==> src/rtl/riscv_constants_pkg.sv <==
// Shared RISC-V constants: funct3 memory-access size codes and the LSU state type.
package riscv_constants;

    // funct3 size codes for loads and stores
    localparam logic [2:0] MASK_B  = 3'b000;
    localparam logic [2:0] MASK_H  = 3'b001;
    localparam logic [2:0] MASK_W  = 3'b010;
    localparam logic [2:0] MASK_BU = 3'b100;
    localparam logic [2:0] MASK_HU = 3'b101;

    typedef enum logic [1:0] {
        LSU_IDLE = 2'd0,
        LSU_WAIT = 2'd1,
        LSU_DONE = 2'd2
    } lsu_state_t;

endpackage

==> src/rtl/riscv_lsu_align_check.sv <==
// Legality check for a memory access: alignment versus size, and which sizes a store may use.
module riscv_lsu_align_check
    import riscv_constants::*;
(
    input  logic [1:0] addr_lsb,
    input  logic [2:0] size,
    input  logic       write,
    output logic       legal
);

    // Byte accesses are always aligned; unsigned variants exist for loads only.
    always_comb begin
        // NOTE: default first so every path assigns legal and no latch is inferred.
        legal = 1'b0;
        case (size)
            MASK_B:  legal = 1'b1;
            MASK_BU: legal = !write;
            MASK_H:  legal = !addr_lsb[0];
            MASK_HU: legal = !write && !addr_lsb[0];
            MASK_W:  legal = (addr_lsb == 2'b00);
            default: legal = 1'b0;
        endcase
    end

endmodule

==> src/rtl/riscv_lsu.sv <==
// Load/store unit: issues aligned loads and stores to the memory port, waits a
// fixed read latency for load data and returns it for writeback; misaligned or
// illegal requests raise a one-cycle fault instead of touching memory.
module riscv_lsu
    import riscv_constants::*;
#(
    parameter int READ_LATENCY = 2
) (
    input  logic        clk_in,
    input  logic        rst_in,
    input  logic        req_valid_in,
    output logic        req_ready_out,
    input  logic [31:0] req_addr_in,
    input  logic [31:0] req_data_in,
    input  logic [2:0]  req_size_in,
    input  logic        req_write_in,
    input  logic [4:0]  req_rd_in,
    input  logic        flush_in,
    output logic [31:0] cpu_addr_out,
    output logic [31:0] cpu_data_out,
    output logic [2:0]  cpu_size_out,
    output logic        cpu_write_enable_out,
    output logic        cpu_read_enable_out,
    input  logic [31:0] cpu_data_in,
    output logic        resp_valid_out,
    output logic [31:0] resp_data_out,
    output logic [4:0]  resp_rd_out,
    output logic        fault_out,
    output logic [31:0] fault_addr_out
);

    localparam int CNT_W = (READ_LATENCY > 1) ? $clog2(READ_LATENCY) : 1;

    lsu_state_t       state, state_next;
    logic [CNT_W-1:0] cnt;
    logic [4:0]       pend_rd;
    logic             legal;
    logic             accept;
    logic             issue_load;
    logic             capture;

    riscv_lsu_align_check u_align_check (
        .addr_lsb (req_addr_in[1:0]),
        .size     (req_size_in),
        .write    (req_write_in),
        .legal    (legal)
    );

    assign req_ready_out  = !rst_in && !flush_in && (state == LSU_IDLE || state == LSU_DONE);
    assign accept         = req_valid_in && req_ready_out;
    assign issue_load     = accept && legal && !req_write_in;
    assign capture        = (state == LSU_WAIT) && !flush_in && (cnt == '0);
    assign resp_valid_out = !rst_in && (state == LSU_DONE);

    // Next-state logic and the combinational memory request port.
    always_comb begin
        state_next           = state;
        cpu_addr_out         = '0;
        cpu_data_out         = '0;
        cpu_size_out         = '0;
        cpu_write_enable_out = 1'b0;
        cpu_read_enable_out  = 1'b0;

        if (accept && legal) begin
            cpu_addr_out         = req_addr_in;
            cpu_data_out         = req_write_in ? req_data_in : '0;
            cpu_size_out         = req_size_in;
            cpu_write_enable_out = req_write_in;
            cpu_read_enable_out  = !req_write_in;
        end

        case (state)
            LSU_IDLE: if (issue_load) state_next = LSU_WAIT;
            LSU_WAIT: begin
                if (flush_in)        state_next = LSU_IDLE;
                else if (cnt == '0)  state_next = LSU_DONE;
            end
            LSU_DONE: state_next = issue_load ? LSU_WAIT : LSU_IDLE;
            default:  state_next = LSU_IDLE;
        endcase
    end

    // State, latency counter, response capture and fault pulse.
    always_ff @(posedge clk_in) begin
        // NOTE: non-blocking assignments so every register samples pre-edge values.
        if (rst_in) begin
            state          <= LSU_IDLE;
            cnt            <= '0;
            pend_rd        <= '0;
            resp_data_out  <= '0;
            resp_rd_out    <= '0;
            fault_out      <= 1'b0;
            fault_addr_out <= '0;
        end else begin
            state     <= state_next;
            fault_out <= accept && !legal;
            if (accept && !legal) fault_addr_out <= req_addr_in;

            if (issue_load) begin
                cnt     <= CNT_W'(READ_LATENCY - 1);
                pend_rd <= req_rd_in;
            end else if (state == LSU_WAIT && cnt != '0) begin
                cnt <= cnt - CNT_W'(1);
            end

            if (capture) begin
                resp_data_out <= cpu_data_in;
                resp_rd_out   <= pend_rd;
            end
        end
    end

endmodule

==> config.mk <==
export PLATFORM = sky130hd
export DESIGN_NAME = riscv_lsu
export DESIGN_NICKNAME = d
export VERILOG_FILES = /design/src/rtl/riscv_constants_pkg.sv /design/src/rtl/riscv_lsu_align_check.sv /design/src/rtl/riscv_lsu.sv
export SDC_FILE = /design/constraint.sdc
export NUM_CORES = 1
export LEC_CHECK = 0
export BUFFER_PORTS_ARGS = -buffer_cell sky130_fd_sc_hd__buf_2
export CORE_MARGIN = 10
export CORE_UTILIZATION = 41
export DETAILED_ROUTE_END_ITERATION = 10
export PLACE_DENSITY = 0.8
export SLEW_MARGIN = 10
export SYNTH_ARGS = -nofsm -noshare
export SYNTH_HDL_FRONTEND = slang
export SYNTH_SLANG_ARGS = --single-unit
==> constraint.sdc <==
create_clock -name clk_in -period 2 [get_ports clk_in]
set_input_delay 0.3 -clock clk_in [delete_from_list [all_inputs] [get_ports clk_in]]
set_output_delay 0.3 -clock clk_in [all_outputs]
set_load 0.01 [all_outputs]
Yosys cells after proc, flatten, opt, wreduce, memory -nomap -nowiden:

Index checks and enable logic that the tools add are counted.
W data, S select, Z words.

* register bits after elaboration: 78
* input bits: 109
* output and inout bits: 141
* word-level logic and storage cells: 53

* $add $sub $neg: 1
* equal/unequal tests: 8
* multiplexer cells: 14
* bitwise operators: 1
* reduce and logical (&&, ||, !) cells: 22

Operator list (count)
* $mux W32: 3
* $logic_and A1 B1 Y1: 11
* $eq A3 B3 Y1 const B: 2
* $mux W2: 3
* $pmux W2 S3: 1
* $logic_not A1 Y1: 5
* $mux W1: 5
* $pmux W1 S5: 1
* $logic_not A2 Y1: 2
* $eq A3 B1 Y1 const B: 1
* $eq A3 B2 Y1 const B: 1
* $logic_not A3 Y1: 1
* $mux W3: 1
* $ne A3 B3 Y1 const B: 1
* $eq A2 B1 Y1 const B: 1
* $eq A2 B2 Y1 const B: 1
* $ne A2 B2 Y1 const B: 1
* $reduce_and A2 Y1: 1
* $reduce_bool A2 Y1: 1
* $logic_or A1 B1 Y1: 1
* $not A1 Y1: 1
* $sub A1 B1 Y1 const B: 1

Longest topological paths before layout:

Gate-level depths: netlist (run 1).

* word-level depth: 8
* depth in mapped cells: 5
* mapped depth without buffers: 3

By module:

Synthesis (run 1) repeated with hierarchy kept, for this count alone.

* cells, all modules: 428
* area, all modules: 3378.2 sq um

By module, submodules not included
* riscv_lsu: times used 1, cells each 426, area each 3359.5 sq um, sequential area each 1561.5 sq um
* riscv_lsu_align_check: times used 1, cells each 2, area each 18.8 sq um, sequential area each 0.0 sq um

Worst setup path after synthesis (run 1):

OpenSTA, ideal clock, no wires.

* path type: input port to output port
* from: in req_addr_in[0]
* to: out cpu_addr_out[10]
* arrival time: 1.501 ns
* required time: 1.700 ns
* setup slack: 0.199 ns
* stages: 5
* buffers on the path: 2
* cells stage by stage: or4_4 -> a21boi_2 -> buf_2 -> clkbuf_2 -> and2_1

* longest elaborated chain between the ends: 5
* elaborated cells between the ends (all ways): 6
* classes of those cells: mux (2); reduce/logical (4)

Ends and longest elaborated chain
* start: declaration: line riscv_lsu.sv:13 `input logic [31:0] req_addr_in,`
* $logic_not A1 Y1: line riscv_lsu_align_check.sv:18, riscv_lsu_align_check.sv:19
* $logic_and A1 B1 Y1: line riscv_lsu_align_check.sv:19 `MASK_HU: legal = !write && !addr_lsb[0];`
* $pmux W1 S5 *: line riscv_lsu_align_check.sv:15 `case (size)`
* $logic_and A1 B1 Y1 *: line riscv_lsu.sv:64 `if (accept && legal) begin`
* $mux W32 *: line riscv_lsu.sv:64
* end: declaration: line riscv_lsu.sv:19 `output logic [31:0] cpu_addr_out,`

Mark *: on every way between the ends. The rest lies on a longest branch, timed or not.

Worst setup path in the final report (run 1):

* from: reg state[0]
* to: out cpu_data_out[26]

* longest elaborated chain between the ends: 6
* elaborated cells between the ends (all ways): 7
* classes of those cells: eq/ne (1); mux (1); reduce/logical (5)

Ends and longest elaborated chain
* start: declaration: line riscv_lsu.sv:34 `lsu_state_t state, state_next;`
* start signal: assignment: line riscv_lsu.sv:95 `state <= state_next;`
* $eq A2 B2 Y1 / $logic_not A2 Y1 (equally long branches): line riscv_lsu.sv:49 `assign req_ready_out = !rst_in && !flush_in && (state == LSU_IDLE || state == LSU_DONE);`
* $logic_or A1 B1 Y1 *: line riscv_lsu.sv:49
* $logic_and A1 B1 Y1 *: line riscv_lsu.sv:49
* $logic_and A1 B1 Y1 *: line riscv_lsu.sv:50 `assign accept = req_valid_in && req_ready_out;`
* $logic_and A1 B1 Y1 *: line riscv_lsu.sv:64
* $mux W32 *: line riscv_lsu.sv:64
* end: declaration: line riscv_lsu.sv:20 `output logic [31:0] cpu_data_out,`

Marked as above.

==> flow_summary.json, run 1 <==
{
  "status": "complete, but fails checks",
  "violations_in_the_final_reports": "setup timing",
  "placed_cells_incl_taps": 722,
  "slowest_delay_ns": 0.35,
  "timing.max_cap.violations": 0,
  "h-tree-depth": 3,
  "dpl.hpwl_um": 9945,
  "proportion_of_power_drawn_by_flip_flops_and_latches_pct": 48.6,
  "whs_endpoint": "resp_data_out[13]",
  "path_max_fanout": 6,
  "clockRootBuffer": "sky130_fd_sc_hd__clkbuf_8",
  "grt_antenna_before_repair": 0,
  "timing.final.crit_share_pct": 106.6,
  "diodes": 0,
  "ys_seq_area_share_pct": 44.32,
  "met2WireLength_um": 7084,
  "most-common-layout-cells": "242 x sky130_fd_sc_hd__buf_2, 77 x sky130_fd_sc_hd__dfxtp_1, 76 x sky130_fd_sc_hd__nand2_1",
  "timing.final.setup_violations": 67,
  "num_rows": 33,
  "worst_skew_pair.late_latency_ns": 0.34,
  "routed_wire_length_per_instance_um": 17.23,
  "clock_tree_from_tritoncts": "built",
  "r2r_start": "state[0]",
  "fin_cells": 746,
  "port_buffers": 249,
  "reg2reg_to": "fault_addr_out[14]",
  "post-layout-total-power_mw": 3.312,
  "f_max_mhz": 469.2,
  "synthDistinctLibCells": 28,
  "number_of_cells_traversed_by_the_worst_hold_path": 3,
  "groute.usage.overall_pct": 18.83,
  "post-route-cell-area_um2": 5349,
  "global_route.overflow_total": 0,
  "top_level_ports": 250,
  "power_density_nw_per_um2": 619.2,
  "drt_pass1_iterations": 4,
  "finClkSkew_ns": 0.009337,
  "timing.critical_path.slowest_stage_cell": "sky130_fd_sc_hd__dfxtp_4",
  "via_count": 3534,
  "fillerInstances": 741,
  "multi_input_comb_area_um2": 1821,
  "cp.required_ns": 1.70,
  "layout_min_cycle_time_ns": 2.131,
  "detail_route.vias_per_cell": 4.737,
  "crit_arrival_ns": 1.83,
  "grt_first_pass_wirelength_um": 19620,
  "core_box_area_um2": 8299,
  "maxSlewHeadroom_pct": 47.60,
  "post_synth_instance_area_um2": 3523,
  "clock_power_share_pct": 39.2,
  "combPwrFrac_pct": 12.2,
  "die_area_um2": 12700,
  "timing.final.hold_violations": 0,
  "drt_wl_total_um": 12850,
  "ff2ff_path_depth": 5,
  "finalWeightedCongestion": 0.8413,
  "drv_slew": 0,
  "met1_length_um": 4369,
  "synth-simple-area-share_pct": 28.98,
  "cts-root-to-sink-buffers": 2,
  "worst_slew_pin_slew_ns": 0.7860,
  "synthMuxAreaShare_pct": 14.49,
  "drive_above_1_share_pct": 52.57,
  "hold_wc_startpoint": "cpu_data_in[13]",
  "number_of_sinks_on_the_clock_net": 78,
  "power_report.internal_total_mw": 2.523,
  "hp-class": "input port to register",
  "grt_start_max_net_pins": 78,
  "synth_enable_flop_cells": 0,
  "syn-instance-count": 382,
  "synthArstFlopShare_pct": 0,
  "grt_pass1_vias": 3815,
  "power.share.switching_pct": 23.81,
  "fin_ws_ns": -0.1311,
  "synth_fa_ha_area_share_pct": 0,
  "die_y_extent_um": 112.7,
  "post_cts_hold_buffer_count": 0,
  "start_kind": "register",
  "clk_pin_slew_worst_paths_ns": 0.09,
  "synth-seq-cells": 78,
  "synthToLayoutAreaGrowth_pct": 51.81,
  "top_routing_layer_in_use": "met4",
  "antenna_left": 0,
  "cts_inserted_buffers": 9,
  "chipWidth_um": 112.7,
  "met3_length_um": 1239,
  "setup.worst_path.class": "register to primary output",
  "power.static_leakage_nw": 2.854,
  "synth_fp_nets": 491,
  "synth-main-ff-cell": "sky130_fd_sc_hd__dfxtp_1",
  "worst_setup_path_end_kind": "primary output",
  "finish.net_count": 745,
  "postSynthAreaPerCell_um2": 9.224,
  "drtIter0Drc": 169,
  "netSwitchingPower_uw": 788.6,
  "largest_family_of_logic_cells_by_synthesized_area": "simple AND/OR/NAND/NOR gates",
  "yosys.area_share.xor_xnor_pct": 0,
  "worst_ir_drop_vdd_mv": 0.3518,
  "timing.critical_path.cells": "nor4b_4, a21boi_4, buf_12, clkbuf_16, and3_1, buf_2",
  "layout.cells.most_common": "sky130_fd_sc_hd__buf_2",
  "synth_compound_area_share_pct": 6.925,
  "place_area_um2": 4885,
  "start_util_pct": 42.45,
  "regArea_um2": 1565,
  "warnings_synthesis": 0,
  "r2r_slack_ns": 0.32,
  "setup_repair_after_global_routing_missed_its_margin": "true",
  "drc": 0
}
==> worst max-delay path by stage <==
stage / startpoint / endpoint / slack, ns / cells after the start
finish: state[0] / cpu_data_out[26] / -0.13 / 6
global route: state[0] / cpu_data_out[26] / -0.24 / 6
CTS: state[0] / cpu_data_out[7] / -0.15 / 6
detailed placement: req_addr_in[0] / cpu_data_out[19] / 0.003 / 6
global placement: flush_in / cpu_data_out[1] / 0.06 / 6
floorplan: req_addr_in[0] / cpu_addr_out[10] / 0.20 / 5
==> synth_stat cells, types with 2 or more instances <==
cell type                   n  area (µm²)
sky130_fd_sc_hd__mux2_4    28       420.4
sky130_fd_sc_hd__nor2b_1   36       225.2
sky130_fd_sc_hd__clkbuf_1  18       67.56
sky130_fd_sc_hd__buf_12     3       60.06
sky130_fd_sc_hd__nand2_1   76       285.3
sky130_fd_sc_hd__inv_1      4       15.01
sky130_fd_sc_hd__buf_1      2       7.510
sky130_fd_sc_hd__and2_1    34       212.7
sky130_fd_sc_hd__dfxtp_1   78        1562
sky130_fd_sc_hd__a21oi_1   39       195.2
sky130_fd_sc_hd__nor4b_2    2       30.03
sky130_fd_sc_hd__clkbuf_2   3       15.01
sky130_fd_sc_hd__and3_1    35       219.0
sky130_fd_sc_hd__buf_2      2       10.01
sky130_fd_sc_hd__mux2_2     8       90.09
sky130_fd_sc_hd__o21ai_0    2       10.01
==> power groups by stage <==
| stage | registers, mW | logic (mW) | clock network [mW] |
|---|---|---|---|
| after global routing | 1.61 | 0.438 | 1.42 |
| after CTS | 1.61 | 0.403 | 1.35 |
| after floorplan | 1.66 | 0.158 | 0 |
| final | 1.61 | 0.405 | 1.30 |
| after global placement | 1.64 | 0.373 | 0 |
| after detailed placement | 1.65 | 0.382 | 0 |
==> sequential cells by signal (all words and copies together), names as in the netlist <==
register / flops
cnt: 1
resp_rd_out: 5
resp_data_out: 32
pend_rd: 5
fault_addr_out: 32
state: 2
fault_out: 1
==> timing repair <==
item,4_1_cts,5_1_grt
resized for setup,12,12
pin swaps,2,1
setup endpoints to repair,68,68
gates cloned,3,1
setup buffers,4,0
==> metrics by stage <==
stage	worst slack, ns	hold WS, ns	util (%)	setup TNS [ns]
floorplan	0.1995	0.3985	-	0
global placement	0.06484	0.4359	58.86	0
detailed placement	0.002598	0.4430	58.86	0
CTS	-0.1475	0.1668	63.55	-8.421
global route	-0.2368	0.1616	64.45	-11.76
finish	-0.1311	0.1880	64.45	-4.229
==> routing by layer <==
metal  track usage, %  vias up
met5                0        -
met4            4.738        0
met3            8.716       10
met2            36.67      152
met1            16.98     1601
li1                 -     1771
==> layout make-up <==
type | count | share of cell area (%)
clock inverters | 6 | 1.778
inverters | 4 | 0.2807
clock buffers | 10 | 2.386
flip-flops and latches | 78 | 29.26
well taps | 105 | 2.456
multi-input cells | 271 | 34.04
repair buffers | 272 | 29.80
==> worst max-delay path, delay by kind of cell, from the launching register on <==
| kind | cells | cell delay, ns |
|---|---|---|
| DFF | 1 | 0.35 |
| buffers and inverters | 3 | 0.44 |
| AOI/OAI and AO/OA | 1 | 0.27 |
| and+or+nand+nor | 2 | 0.43 |
==> cells by family after synthesis <==
logic type      Yosys count
flops                    78
buf+inv                  33
compound gates           45
simple gates            190
mux                      36
No activity file was read; power rests on OpenSTA's default activity.
==> run 2, diff against run 1 <==
==> constraint.sdc (replaced) <==
create_clock -name clk_in -period 2 [get_ports clk_in]
set_input_delay 0.1 -clock clk_in [delete_from_list [all_inputs] [get_ports clk_in]]
set_output_delay 0.1 -clock clk_in [all_outputs]
set_load 0.01 [all_outputs]
==> flow_summary.json, run 2 (synthesis results as in run 1) <==
{
  "status": "finished, final reports clean",
  "number_of_sinks_on_the_clock_net": 78,
  "clock_power_share_pct": 38.7,
  "f_max_mhz": 506.7,
  "r2r_start": "state[0]",
  "drc": 0,
  "timing.critical_path.slowest_stage_cell": "sky130_fd_sc_hd__dfxtp_4",
  "place_area_um2": 4847,
  "timing.final.crit_share_pct": 98.68,
  "die_area_um2": 12700,
  "worst_slew_pin_slew_ns": 0.7663,
  "combPwrFrac_pct": 14.6,
  "top_level_ports": 250,
  "global_route.overflow_total": 0,
  "worst_skew_pair.late_latency_ns": 0.35,
  "most-common-layout-cells": "245 x sky130_fd_sc_hd__buf_2, 77 x sky130_fd_sc_hd__dfxtp_1, 76 x sky130_fd_sc_hd__nand2_1",
  "biggestRegsByFlops": "fault_addr_out: 32 flops, resp_data_out: 32 flops",
  "layout_min_cycle_time_ns": 1.974,
  "grt_start_max_net_pins": 78,
  "setup_repair_after_global_routing_missed_its_margin": "true",
  "drt_wl_total_um": 14330,
  "grt_first_pass_wirelength_um": 21590,
  "power_report.internal_total_mw": 2.606,
  "reg2reg_to": "resp_data_out[10]",
  "synthToLayoutAreaGrowth_pct": 67.65,
  "path_max_fanout": 8,
  "finalWeightedCongestion": 0.8791,
  "via_count": 3912,
  "timing.final.hold_violations": 0,
  "clock_tree_from_tritoncts": "built",
  "crit_arrival_ns": 1.87,
  "num_rows": 33,
  "fin_setup_tns_ns": 0,
  "drv_slew": 0,
  "ff2ff_path_depth": 5,
  "detail_route.vias_per_cell": 4.854,
  "post-route-cell-area_um2": 5907,
  "clockRootBuffer": "sky130_fd_sc_hd__clkbuf_8",
  "grt_pass1_vias": 4171,
  "h-tree-depth": 3,
  "layout.cells.most_common": "sky130_fd_sc_hd__buf_2",
  "start_kind": "register",
  "hp-class": "input port to register",
  "number_of_cells_traversed_by_the_worst_hold_path": 2,
  "cts_inserted_buffers": 9,
  "start_util_pct": 42.45,
  "drt_pass1_iterations": 5,
  "hold_wc_startpoint": "req_addr_in[11]",
  "slowest_delay_ns": 0.37,
  "r2r_slack_ns": 0.28,
  "timing.max_cap.violations": 0,
  "chipWidth_um": 112.7,
  "antenna_left": 0,
  "timing.final.setup_violations": 0,
  "clk_pin_slew_worst_paths_ns": 0.08,
  "worst_ir_drop_vdd_mv": 0.4037,
  "proportion_of_power_drawn_by_flip_flops_and_latches_pct": 46.7,
  "cts-root-to-sink-buffers": 2,
  "setup.worst_path.class": "register to primary output",
  "port_buffers": 249,
  "core_box_area_um2": 8299,
  "placed_cells_incl_taps": 717,
  "fin_ws_ns": 0.02646,
  "finClkSkew_ns": 0.008528,
  "fillerInstances": 622,
  "worst_setup_path_end_kind": "primary output",
  "drtIter0Drc": 220,
  "timing.critical_path.cells": "nor4b_4, buf_4, a21boi_4, buf_6, clkbuf_16, and3_1, buf_2",
  "cp.required_ns": 1.90,
  "power.share.switching_pct": 24.39,
  "fin_cells": 806,
  "groute.usage.overall_pct": 20.75,
  "power_density_nw_per_um2": 583.4,
  "power.static_leakage_nw": 3.104,
  "netSwitchingPower_uw": 840.5,
  "dpl.hpwl_um": 9889,
  "finish.net_count": 804,
  "place_worst_setup_slack_ns": 0.2785,
  "die_y_extent_um": 112.7,
  "grt_antenna_before_repair": 1,
  "whs_endpoint": "fault_addr_out[11]",
  "drive_above_1_share_pct": 47.14,
  "maxSlewHeadroom_pct": 48.91,
  "routed_wire_length_per_instance_um": 17.78
}
-- run 2: changes by cell type in the layout (fill, tap and decap cells not counted), moves of 2 or more --
cell,previous run,this run
sky130_fd_sc_hd__and3_4,2,0
sky130_fd_sc_hd__and2_4,4,2
sky130_fd_sc_hd__clkinvlp_4,2,0
sky130_fd_sc_hd__buf_2,242,245
sky130_fd_sc_hd__dlygate4sd3_1,0,64
sky130_fd_sc_hd__and3_1,32,34
sky130_fd_sc_hd__buf_6,8,4
sky130_fd_sc_hd__inv_6,0,3
sky130_fd_sc_hd__buf_4,14,11
-- run 2: final cells by class --
type                    count  area, µm²  share of cell area [%]
repair buffers            331       2160                   36.56
multi-input cells         271       1807                   30.59
flip-flops and latches     78       1565                   26.50
well taps                 105      131.4                   2.224
clock buffers               9      123.9                   2.097
clock inverters             7      102.6                   1.737
inverters                   4      15.01                  0.2542
diodes                      1      2.502                 0.04236
-- run 2: per-layer routing --
layer  up-vias  global-route usage, %  share of wire, %
met4         0                  11.68               4.3
met5         -                      0                 0
met3        44                  8.716               9.3
met2       194                  38.36                53
li1       1888                      -                 -
met1      1786                  18.52                33
-- run 2: worst max-delay path, delay by kind of cell, from the launching register on --
kind	cells	cell delay, ns
buffers and inverters	4	0.58
AND/OR/NAND/NOR	2	0.38
flip-flops	1	0.37
AO/OA/AOI/OAI	1	0.21
-- run 2: worst max path at each step --
stage,startpoint,end
2_1_floorplan,cnt,resp_data_out[4]
3_3_place_gp,req_addr_in[0],fault_addr_out[6]
3_5_place_dp,req_addr_in[0],fault_addr_out[8]
4_1_cts,state[0],cpu_data_out[8]
5_1_grt,state[0],cpu_data_out[13]
6_report,state[0],cpu_data_out[13]
-- run 2: power groups by stage --
stage / sequential (mW) / combinational [mW] / clock (mW)
2_1_floorplan: 1.66 / 0.158 / 0
3_3_place_gp: 1.65 / 0.368 / 0
3_5_place_dp: 1.65 / 0.378 / 0
4_1_cts: 1.61 / 0.488 / 1.37
5_1_grt: 1.61 / 0.541 / 1.43
6_report: 1.61 / 0.503 / 1.33
-- run 2: timing repair --
item / in CTS / in global routing
gates resized for setup: 2 / 10
setup endpoints to repair: 57 / 67
pin swaps: 1 / 0
buffers inserted: 2 / 2
gates cloned: 2 / 2
hold buffers: 64 / 0
endpoints found under the hold margin: 64 / 0
-- run 2: per-stage QoR --
step,hold WS (ns),power [mW],util (%)
floorplan,0.1985,1.821,-
global placement,0.3289,2.013,58.40
detailed placement,0.3395,2.024,58.40
CTS,0.0003756,3.466,69.92
global route,0.004584,3.589,71.17
finish,0.01271,3.446,71.17
==> run 3, diff against run 2 <==
BUFFER_PORTS_ARGS = unset   (was -buffer_cell sky130_fd_sc_hd__buf_2)
CORE_UTILIZATION = 51   (was 41)
DONT_BUFFER_PORTS = 1   (was unset)
PLACE_DENSITY = 0.66   (was 0.8)
clock period = 2.4 ns   (was 2 ns; I/O delays follow)
==> flow_summary.json, run 3 (synthesis results as in run 1) <==
{
  "path_max_fanout": 41,
  "grt_pass1_vias": 3072,
  "core_box_area_um2": 6756,
  "setup_repair_after_global_routing_missed_its_margin": "false",
  "global_route.overflow_total": 0,
  "post-route-cell-area_um2": 4459,
  "worst_ir_drop_vdd_mv": 0.2753,
  "start_util_pct": 52.15,
  "h-tree-depth": 3,
  "power.static_leakage_nw": 1.822,
  "worst_slew_pin_slew_ns": 0.7770,
  "setup.worst_path.class": "register to primary output",
  "clk_pin_slew_worst_paths_ns": 0.08,
  "whs_endpoint": "fault_addr_out[0]",
  "cts_inserted_buffers": 9,
  "place_area_um2": 3507,
  "maxSlewHeadroom_pct": 47.98,
  "clock_tree_from_tritoncts": "built",
  "cts_setup_buffers": 0,
  "dpl.hpwl_um": 8374,
  "via_count": 2898,
  "timing.final.setup_violations": 0,
  "r2r_slack_ns": 0.39,
  "crit_arrival_ns": 2.03,
  "timing.max_cap.violations": 0,
  "top_level_ports": 250,
  "timing.final.hold_violations": 0,
  "groute.usage.overall_pct": 21.65,
  "drive_above_1_share_pct": 14.61,
  "finalWeightedCongestion": 0.7423,
  "detail_route.vias_per_cell": 5.499,
  "placed_cells_incl_taps": 438,
  "antenna_left": 0,
  "grt_start_max_net_pins": 42,
  "worst_setup_path_end_kind": "primary output",
  "biggestRegsByFlops": "fault_addr_out: 32 flops, resp_data_out: 32 flops",
  "hold_wc_startpoint": "flush_in",
  "finClkSkew_ns": 0.006674,
  "synthToLayoutAreaGrowth_pct": 26.56,
  "status": "finished, final reports clean",
  "fin_cells": 527,
  "port_buffers": 0,
  "finish.net_count": 549,
  "post-layout-total-power_mw": 2.678,
  "power_density_nw_per_um2": 600.6,
  "die_area_um2": 10630,
  "fin_setup_tns_ns": 0,
  "layout.cells.most_common": "sky130_fd_sc_hd__dfxtp_1",
  "cts-root-to-sink-buffers": 2,
  "number_of_cells_traversed_by_the_worst_hold_path": 3,
  "most-common-layout-cells": "78 x sky130_fd_sc_hd__dfxtp_1, 76 x sky130_fd_sc_hd__nand2_1, 70 x sky130_fd_sc_hd__dlygate4sd3_1",
  "die_y_extent_um": 103.1,
  "number_of_sinks_on_the_clock_net": 78,
  "clockRootBuffer": "sky130_fd_sc_hd__clkbuf_8",
  "timing.final.crit_share_pct": 89.57,
  "worst_skew_pair.late_latency_ns": 0.34,
  "finalHoldWorstSlack_ns": 0.02810,
  "grt_antenna_before_repair": 4,
  "layout_min_cycle_time_ns": 2.150,
  "hp-class": "input port to register",
  "chipWidth_um": 103.1,
  "r2r_start": "cnt",
  "reg2reg_to": "resp_data_out[10]",
  "num_rows": 30,
  "drt_wl_total_um": 12070,
  "drc": 0,
  "start_kind": "register",
  "f_max_mhz": 465.2,
  "drtIter0Drc": 127,
  "routed_wire_length_per_instance_um": 22.91,
  "cp.required_ns": 2.28,
  "drt_pass1_iterations": 4,
  "drv_slew": 0,
  "grt_first_pass_wirelength_um": 17510,
  "ff2ff_path_depth": 4
}
run 3: cell count changes in the layout (fill, tap and decap cells not counted), sizes merged:
cell | previous run | this run
clkinvlp | 0 | 2
buf | 265 | 6
dlygate4sd3 | 64 | 70
diode | 1 | 2
clkbuf | 11 | 10
inv | 8 | 5
run 3: worst max path at each step:
stage / to / depth (start not counted) / start
after global placement: fault_addr_out[13] / 4 / state[0]
after global routing: cpu_data_out[23] / 4 / state[0]
after floorplan: resp_data_out[4] / 5 / cnt
after CTS: resp_data_out[10] / 4 / cnt
final: cpu_data_out[16] / 4 / state[0]
after detailed placement: fault_addr_out[12] / 4 / state[0]
run 3: cell type report:
class	instances	area, µm²
Sequential cell	78	1562
Antenna cell	2	5.005
Timing Repair Buffer	76	758.2
Clock buffer	10	127.6
Inverter	4	15.01
Clock inverter	6	95.09
Tap cell	80	100.1
Fill cell	521	2297
Multi-Input combinational cell	271	1797
run 3: report_power, final:
group / leakage [nW] / total, mW / internal (mW) / switching, mW
combinational: 1.09 / 0.229 / 0.147 / 0.0818
sequential: 0.632 / 1.37 / 1.33 / 0.0397
clock: 0.105 / 1.08 / 0.595 / 0.489
total: 1.82 / 2.68 / 2.07 / 0.610
run 3: routing by layer:
layer,GRT usage [%],vias up,wire length [µm]
li1,-,1376,-
met1,20.54,1338,3992
met2,40.18,161,6386
met3,10.05,23,1433
met4,7.059,0,261
met5,0,-,0
run 3: worst max-delay path: stages (launching register included):
cell and delay (ns):
sky130_fd_sc_hd__dfxtp_1 0.35, sky130_fd_sc_hd__nor4b_2 0.47, sky130_fd_sc_hd__a21boi_4 0.25, sky130_fd_sc_hd__buf_4 0.30
sky130_fd_sc_hd__and3_1 0.31
run 3: metrics by stage:
step / util [%] / setup slack [ns]
finish: 66.00 / 0.2503
floorplan: - / 0.7844
global placement: 51.91 / 0.5276
detailed placement: 51.91 / 0.4284
global route: 65.93 / 0.06512
CTS: 65.87 / 0.07048
run 3: what timing repair did:
action                                  4_1_cts  5_1_grt
endpoints found under the setup margin        0        1
hold endpoints to repair                     77        0
gates resized for setup                       0        1
hold buffers                                 71        0
